`src/rtl/frag_instr_decoder.sv`:
```
// frag_instr_decoder: merges T/I prefixes into D/W words and tracks fragments.
// Optional macro FRAG_DEC_IMM_SEXT_EN sign-extends immlo when no I prefix merges.
module frag_instr_decoder #(
    parameter int NALLOC_W = 7
) (
    input  logic                clk,
    input  logic                rst,
    input  logic                in_valid,
    output logic                in_ready,
    input  logic [31:0]         in_instr,
    output logic                out_valid,
    input  logic                out_ready,
    output logic [2:0]          out_op,
    output logic [3:0]          out_funct,
    output logic                out_immab,
    output logic [31:0]         out_imm,
    output logic [9:0]          out_offset,
    output logic [5:0]          out_ta1,
    output logic [5:0]          out_ta2,
    output logic [5:0]          out_ta3,
    output logic [5:0]          out_ta4,
    output logic [1:0]          out_tt1,
    output logic [1:0]          out_tt2,
    output logic [1:0]          out_tt3,
    output logic [1:0]          out_tt4,
    output logic                out_has_t,
    output logic                out_has_i,
    output logic                err_valid,
    output logic [2:0]          err_code,
    output logic                frag_active,
    output logic [NALLOC_W-1:0] frag_remaining
);

    typedef enum logic {
        S_IDLE   = 1'b0,
        S_ACTIVE = 1'b1
    } state_t;

    localparam logic [NALLOC_W-1:0] ONE = {{(NALLOC_W-1){1'b0}}, 1'b1};

    state_t              r_state;
    logic [NALLOC_W-1:0] r_remaining;
    logic                r_pend_t;
    logic                r_pend_i;
    logic [15:0]         r_tpre;
    logic [25:0]         r_immhi;
    logic                r_err_valid;
    logic [2:0]          r_err_code;

    logic                r_out_valid;
    logic [2:0]          r_op;
    logic [3:0]          r_funct;
    logic                r_immab;
    logic [31:0]         r_imm;
    logic [9:0]          r_offset;
    logic [15:0]         r_t12;
    logic [15:0]         r_t34;
    logic                r_has_t;
    logic                r_has_i;

    logic [2:0]          w_op;
    logic                w_accept;
    logic                w_is_d;
    logic                w_is_w;
    logic                w_is_dw;
    logic                w_end;
    logic                w_active;
    logic                w_can_emit;
    logic                w_emit;
    logic                w_err;
    logic [2:0]          w_err_code;
    logic [5:0]          w_immlo;
    logic [31:0]         w_imm_noi;
    logic [31:0]         w_imm;

    assign in_ready   = !r_out_valid | out_ready;
    assign w_accept   = in_valid & in_ready;
    assign w_op       = in_instr[31:29];
    assign w_is_d     = (w_op == 3'b000) | (w_op == 3'b001);
    assign w_is_w     = (w_op == 3'b101);
    assign w_is_dw    = w_is_d | w_is_w;
    assign w_end      = in_instr[28];
    assign w_active   = (r_state == S_ACTIVE);
    assign w_can_emit = w_active & (r_remaining != '0);
    assign w_emit     = w_accept & w_is_dw & w_can_emit;
    assign w_immlo    = in_instr[23:18];

`ifdef FRAG_DEC_IMM_SEXT_EN
    assign w_imm_noi = {{26{w_immlo[5]}}, w_immlo};
`else
    assign w_imm_noi = {26'b0, w_immlo};
`endif

    assign w_imm = r_pend_i ? {r_immhi, w_immlo} : w_imm_noi;

    // Classify the accepted word into at most one error code.
    always_comb begin
        w_err      = 1'b0;
        w_err_code = 3'd0;
        if (w_accept) begin
            case (w_op)
                3'b011: begin
                    w_err      = r_pend_t;
                    w_err_code = 3'd1;
                end
                3'b100: begin
                    w_err      = r_pend_i;
                    w_err_code = 3'd1;
                end
                3'b110: begin
                    w_err = 1'b1;
                    if (r_pend_t | r_pend_i)
                        w_err_code = 3'd2;
                    else if (!w_end && w_active)
                        w_err_code = 3'd6;
                    else if (w_end && w_active && r_remaining != '0)
                        w_err_code = 3'd4;
                    else if (w_end && !w_active)
                        w_err_code = 3'd3;
                    else
                        w_err = 1'b0;
                end
                3'b010, 3'b111: begin
                    w_err      = 1'b1;
                    w_err_code = 3'd5;
                end
                default: begin
                    if (!w_active) begin
                        w_err      = 1'b1;
                        w_err_code = 3'd3;
                    end else if (r_remaining == '0) begin
                        w_err      = 1'b1;
                        w_err_code = 3'd4;
                    end
                end
            endcase
        end
    end

    // Fragment FSM, pending prefixes and error strobe.
    always_ff @(posedge clk or posedge rst) begin
        if (rst) begin
            r_state     <= S_IDLE;
            r_remaining <= '0;
            r_pend_t    <= 1'b0;
            r_pend_i    <= 1'b0;
            r_tpre      <= '0;
            r_immhi     <= '0;
            r_err_valid <= 1'b0;
            r_err_code  <= '0;
        end else begin
            r_err_valid <= w_err;
            if (w_err)
                r_err_code <= w_err_code;
            if (w_accept) begin
                case (w_op)
                    3'b011: begin
                        r_pend_t <= 1'b1;
                        r_tpre   <= in_instr[15:0];
                    end
                    3'b100: begin
                        r_pend_i <= 1'b1;
                        r_immhi  <= in_instr[25:0];
                    end
                    3'b110: begin
                        r_pend_t <= 1'b0;
                        r_pend_i <= 1'b0;
                        if (!w_end) begin
                            r_state     <= S_ACTIVE;
                            r_remaining <= in_instr[NALLOC_W-1:0];
                        end else if (w_active) begin
                            r_state     <= S_IDLE;
                            r_remaining <= '0;
                        end
                    end
                    3'b010, 3'b111: begin
                    end
                    default: begin
                        r_pend_t <= 1'b0;
                        r_pend_i <= 1'b0;
                        if (w_can_emit)
                            r_remaining <= r_remaining - ONE;
                    end
                endcase
            end
        end
    end

    // Output record register with valid/ready hold.
    always_ff @(posedge clk or posedge rst) begin
        if (rst) begin
            r_out_valid <= 1'b0;
            r_op        <= '0;
            r_funct     <= '0;
            r_immab     <= 1'b0;
            r_imm       <= '0;
            r_offset    <= '0;
            r_t12       <= '0;
            r_t34       <= '0;
            r_has_t     <= 1'b0;
            r_has_i     <= 1'b0;
        end else if (w_emit) begin
            r_out_valid <= 1'b1;
            r_op        <= w_op;
            r_funct     <= in_instr[28:25];
            r_immab     <= in_instr[24];
            r_imm       <= w_imm;
            r_offset    <= w_is_w ? in_instr[9:0] : 10'd0;
            r_t12       <= w_is_d ? in_instr[15:0] : 16'd0;
            r_t34       <= r_pend_t ? r_tpre : 16'd0;
            r_has_t     <= r_pend_t;
            r_has_i     <= r_pend_i;
        end else if (out_ready) begin
            r_out_valid <= 1'b0;
        end
    end

    assign out_valid      = r_out_valid;
    assign out_op         = r_op;
    assign out_funct      = r_funct;
    assign out_immab      = r_immab;
    assign out_imm        = r_imm;
    assign out_offset     = r_offset;
    assign out_ta1        = r_t12[5:0];
    assign out_tt1        = r_t12[7:6];
    assign out_ta2        = r_t12[13:8];
    assign out_tt2        = r_t12[15:14];
    assign out_ta3        = r_t34[5:0];
    assign out_tt3        = r_t34[7:6];
    assign out_ta4        = r_t34[13:8];
    assign out_tt4        = r_t34[15:14];
    assign out_has_t      = r_has_t;
    assign out_has_i      = r_has_i;
    assign err_valid      = r_err_valid;
    assign err_code       = r_err_code;
    assign frag_active    = (r_state == S_ACTIVE);
    assign frag_remaining = r_remaining;

endmodule

```
`config.mk`:
```
export PLATFORM = sky130hd
export DESIGN_NAME = frag_instr_decoder
export DESIGN_NICKNAME = d
export VERILOG_FILES = /design/src/rtl/frag_instr_decoder.sv
export SDC_FILE = /design/constraint.sdc
export NUM_CORES = 1
export LEC_CHECK = 0
export CORE_ASPECT_RATIO = 1.75
export CORE_MARGIN = 5
export CORE_UTILIZATION = 47
export CTS_BUF_LIST = sky130_fd_sc_hd__clkbuf_4
export CTS_CLUSTER_SIZE = 24
export DETAILED_ROUTE_END_ITERATION = 16
export PLACE_DENSITY = 0.78
export SKIP_LAST_GASP = 1
export SLEW_MARGIN = 20
export SYNTH_ARGS = -nofsm -noshare
export SYNTH_HDL_FRONTEND = slang
export SYNTH_SLANG_ARGS = --single-unit
```
`constraint.sdc`:
```
create_clock -name clk -period 4.68 [get_ports clk]
set_input_delay 1.17 -clock clk [delete_from_list [all_inputs] [get_ports clk]]
set_output_delay 1.17 -clock clk [all_outputs]
set_load 0.05 [all_outputs]
```
==> flow_metrics.env <==
export IMPL_synth_commonest_cells="nand2_1, dfrtp_1, o21ai_0, mux2_2, clkbuf_1"
export IMPL_critPathKind="input pin to primary output"
export IMPL_rr_endpoint="out_has_t"
export IMPL_use_met1_pct=23.1
export IMPL_power_density_mw_per_mm2=604
export IMPL_synth_ff_type="dfrtp_1"
export IMPL_crit_arrival_ns=2.60
export IMPL_clk_pin_slew_ns=0.11
export IMPL_vias=4342
export IMPL_rsz0062_at_grt="false"
export IMPL_slowest_delay_ns=0.83
export IMPL_routed_via_density=5.15
export IMPL_setup_violations=0
export IMPL_grt_pass1_vias=4432
export IMPL_ant_nets=0
export IMPL_routedWlPerCell_um=17.0
export IMPL_synth_largest_area_cell="dfrtp_1"
export IMPL_fin_crit_sh_pct=80.6
export IMPL_synthDistinctLibCells=43
export IMPL_drive_above_1_share_pct=14.1
export IMPL_worstPathRequired_ns=3.51
export IMPL_dieArea_mm2=0.0150
export IMPL_post_cts_buffers=0
export IMPL_grt_pass1_wl_mm=23.0
export IMPL_io_buffer_count=133
export IMPL_fin_tns_setup_ns=0
export IMPL_met3_usage_pct=3.74
export IMPL_finalCriticalPeriod_ns=3.77
export IMPL_cts_tree="done"
export IMPL_cts_made_buffers=17
export IMPL_synth_nets=579
export IMPL_p_clk_share_pct=15.8
export IMPL_combPwrFrac_pct=45.2
export IMPL_firstDrtPassIters=4
export IMPL_syn_inst=537
export IMPL_pin_count=134
export IMPL_cp_slowest_cell="clkdlybuf4s50_1"
export IMPL_fin_skew_ns=0.0179
export IMPL_dp_hpwl_mm=10.1
export IMPL_switching_power_uw=2000
export IMPL_start_util_pct=47.5
export IMPL_max_cap_violations=0
export IMPL_dpl_worst_slack_ns=0.899
export IMPL_worstSetupStartpoint="out_ready"
export IMPL_worst_path_max_fanout=4
export IMPL_met2_usage_pct=35.9
export IMPL_grt_busiest_layer="met2"
export IMPL_synth_edf_count=0
export IMPL_synth_most_common_cell="nand2_1"
export IMPL_cts_buffer_depth=2
export IMPL_crit_chain="clkdlybuf4s50_1, nand2b_1, clkdlybuf4s50_1"
export IMPL_clock_latency_ns=0.50
export IMPL_slew_violations=0
export IMPL_hold_depth=2
export IMPL_ys_warn_count=0
export IMPL_grt_max_degree=142
export IMPL_path_common_cell="clkdlybuf4s50_1"
export IMPL_p_leak_uw=0.00331
export IMPL_outcome="finished, final reports clean"
export IMPL_worst_pin_slew_ns=1.05
export IMPL_ctsResizeCount=0
export IMPL_synthArstFlopShare_pct=100
export IMPL_gp_congestion=0.802
export IMPL_ys_seq_area_share_pct=59.8
export IMPL_synth_top_area_share_pct=59.8
export IMPL_intPower_uw=2590
export IMPL_area_growth_pct=28.7
export IMPL_hold_path_endpoint="r_t34[14]"
export IMPL_min_path_type="flop to flop"
export IMPL_antenna_found_initial=1
export IMPL_synth_area_per_cell_um2=11.0
export IMPL_track_usage_pct=20.1
export IMPL_netlist_top_cells_area="dfrtp_1, nand2_1, mux2_2, o21ai_0, mux2_4"
export IMPL_ys_seq_elements=141
export IMPL_worst_r2r_setup_slack_ns=1.99
export IMPL_clock_root_buffer="clkbuf_4"
export IMPL_netlist_area_mm2=0.00590
export IMPL_core_region_area_mm2=0.0124
export IMPL_vdd_drop_max_mv=0.427
export IMPL_reg2reg_depth=7
export IMPL_sequentialPowerShare_pct=39.0
export IMPL_cts_max_level=4
export IMPL_rows=54
export IMPL_die_w_um=94.7
export IMPL_hold_buffers=0
export IMPL_fmax_mhz=265
export IMPL_grt_overflow_total=0
export IMPL_hold_start="r_t34[14]"
export IMPL_clock_sinks=141
export IMPL_crit_path_end_kind="primary output"
export IMPL_final_hold_viol_count=0
export IMPL_startpoint_type="input pin"
export IMPL_fin_ws_ns=0.906
export IMPL_nets=704
export IMPL_relSlewSlack_pct=29.7
export IMPL_drt_iter0_markers=229
export IMPL_switching_share_pct=43.5
export IMPL_drc_errors=0
export IMPL_wirelength_mm=14.4
export IMPL_reg2reg_from="frag_remaining[0]"
export IMPL_die_y_um=158
-- cell families after synthesis --
family	after synthesis	synth area share [%]
fa+ha+maj	6	1.27
flops	141	59.8
buf+inv	40	3.67
compound gates	108	10.3
mux	57	11.7
simple gates	185	13.3
-- stage by stage --
| stage | hold slack, ns | power, uW | std cells | utilization, % | instance area, um2 |
|---|---|---|---|---|---|
| 2_1_floorplan | 0.479 | 3180 | 537 | - | 5910 |
| 3_3_place_gp | 0.462 | 3840 | 811 | 59.0 | 7340 |
| 3_5_place_dp | 0.469 | 3900 | 811 | 59.0 | 7340 |
| 4_1_cts | 0.496 | 4630 | 842 | 61.1 | 7590 |
| 5_1_grt | 0.510 | 4830 | 843 | 61.1 | 7600 |
| 6_report | 0.489 | 4590 | 843 | 61.1 | 7600 |
-- how the worst max path moves through the flow --
stage                  end  slack, ns  cells after the start
2_1_floorplan  r_immhi[10]       1.70                      6
3_3_place_gp      in_ready       0.90                      3
3_5_place_dp    out_imm[0]       0.90                      6
4_1_cts           in_ready       0.90                      3
5_1_grt           in_ready       0.85                      3
6_report          in_ready       0.91                      3
-- power groups by stage --
stage	combinational (uW)	sequential, uW	clock, uW
4_1_cts	2090	1790	751
3_5_place_dp	2090	1810	0
5_1_grt	2180	1840	804
6_report	2070	1790	726
2_1_floorplan	530	2640	0
3_3_place_gp	2050	1790	0
-- cell usage in the layout, fill, tap and decap left out, drive strengths merged, types with 2 or more instances in the layout --
cell type,count
a21oi,12
a31oi,2
and2,3
and3b,2
buf,5
bufinv,2
clkbuf,17
clkdlybuf4s50,133
clkinv,10
clkinvlp,2
dfrtp,141
ha,6
inv,8
mux2,56
nand2,147
nand2b,2
nand3,3
nor2,14
nor3,5
o21ai,82
o31ai,2
or3,2
-- state kept, by name, indices dropped and copies added, names as in the netlist, 3 cells and up --
| name | flops |
|---|---|
| r_tpre | 16 |
| out_offset | 10 |
| out_op | 3 |
| r_immhi | 26 |
| out_imm | 32 |
| err_code | 3 |
| frag_remaining | 7 |
| r_t12 | 16 |
| r_t34 | 16 |
| out_funct | 4 |
-- metal layers --
| layer | vias to the layer above | part of all wire (%) |
|---|---|---|
| li1 | 2076 | - |
| met1 | 2109 | 39 |
| met2 | 132 | 55 |
| met3 | 25 | 3.8 |
| met4 | 0 | 3.1 |
| met5 | - | 0 |
-- critical path: cells and delay by family --
| kind | cells | cell delay (ns) |
|---|---|---|
| AND/OR/NAND/NOR | 1 | 0.16 |
| buffers and inverters | 2 | 1.28 |
-- cell type report --
cell class | instances | area [um2]
clock inverter | 14 | 128
fill | 1064 | 4840
multi-input combinational | 356 | 2160
inverter | 8 | 33.8
antenna | 1 | 2.50
clock buffer | 17 | 128
tap | 168 | 210
sequential | 141 | 3530
timing repair buffer | 138 | 1410
(Power assumes the default switching activity.)
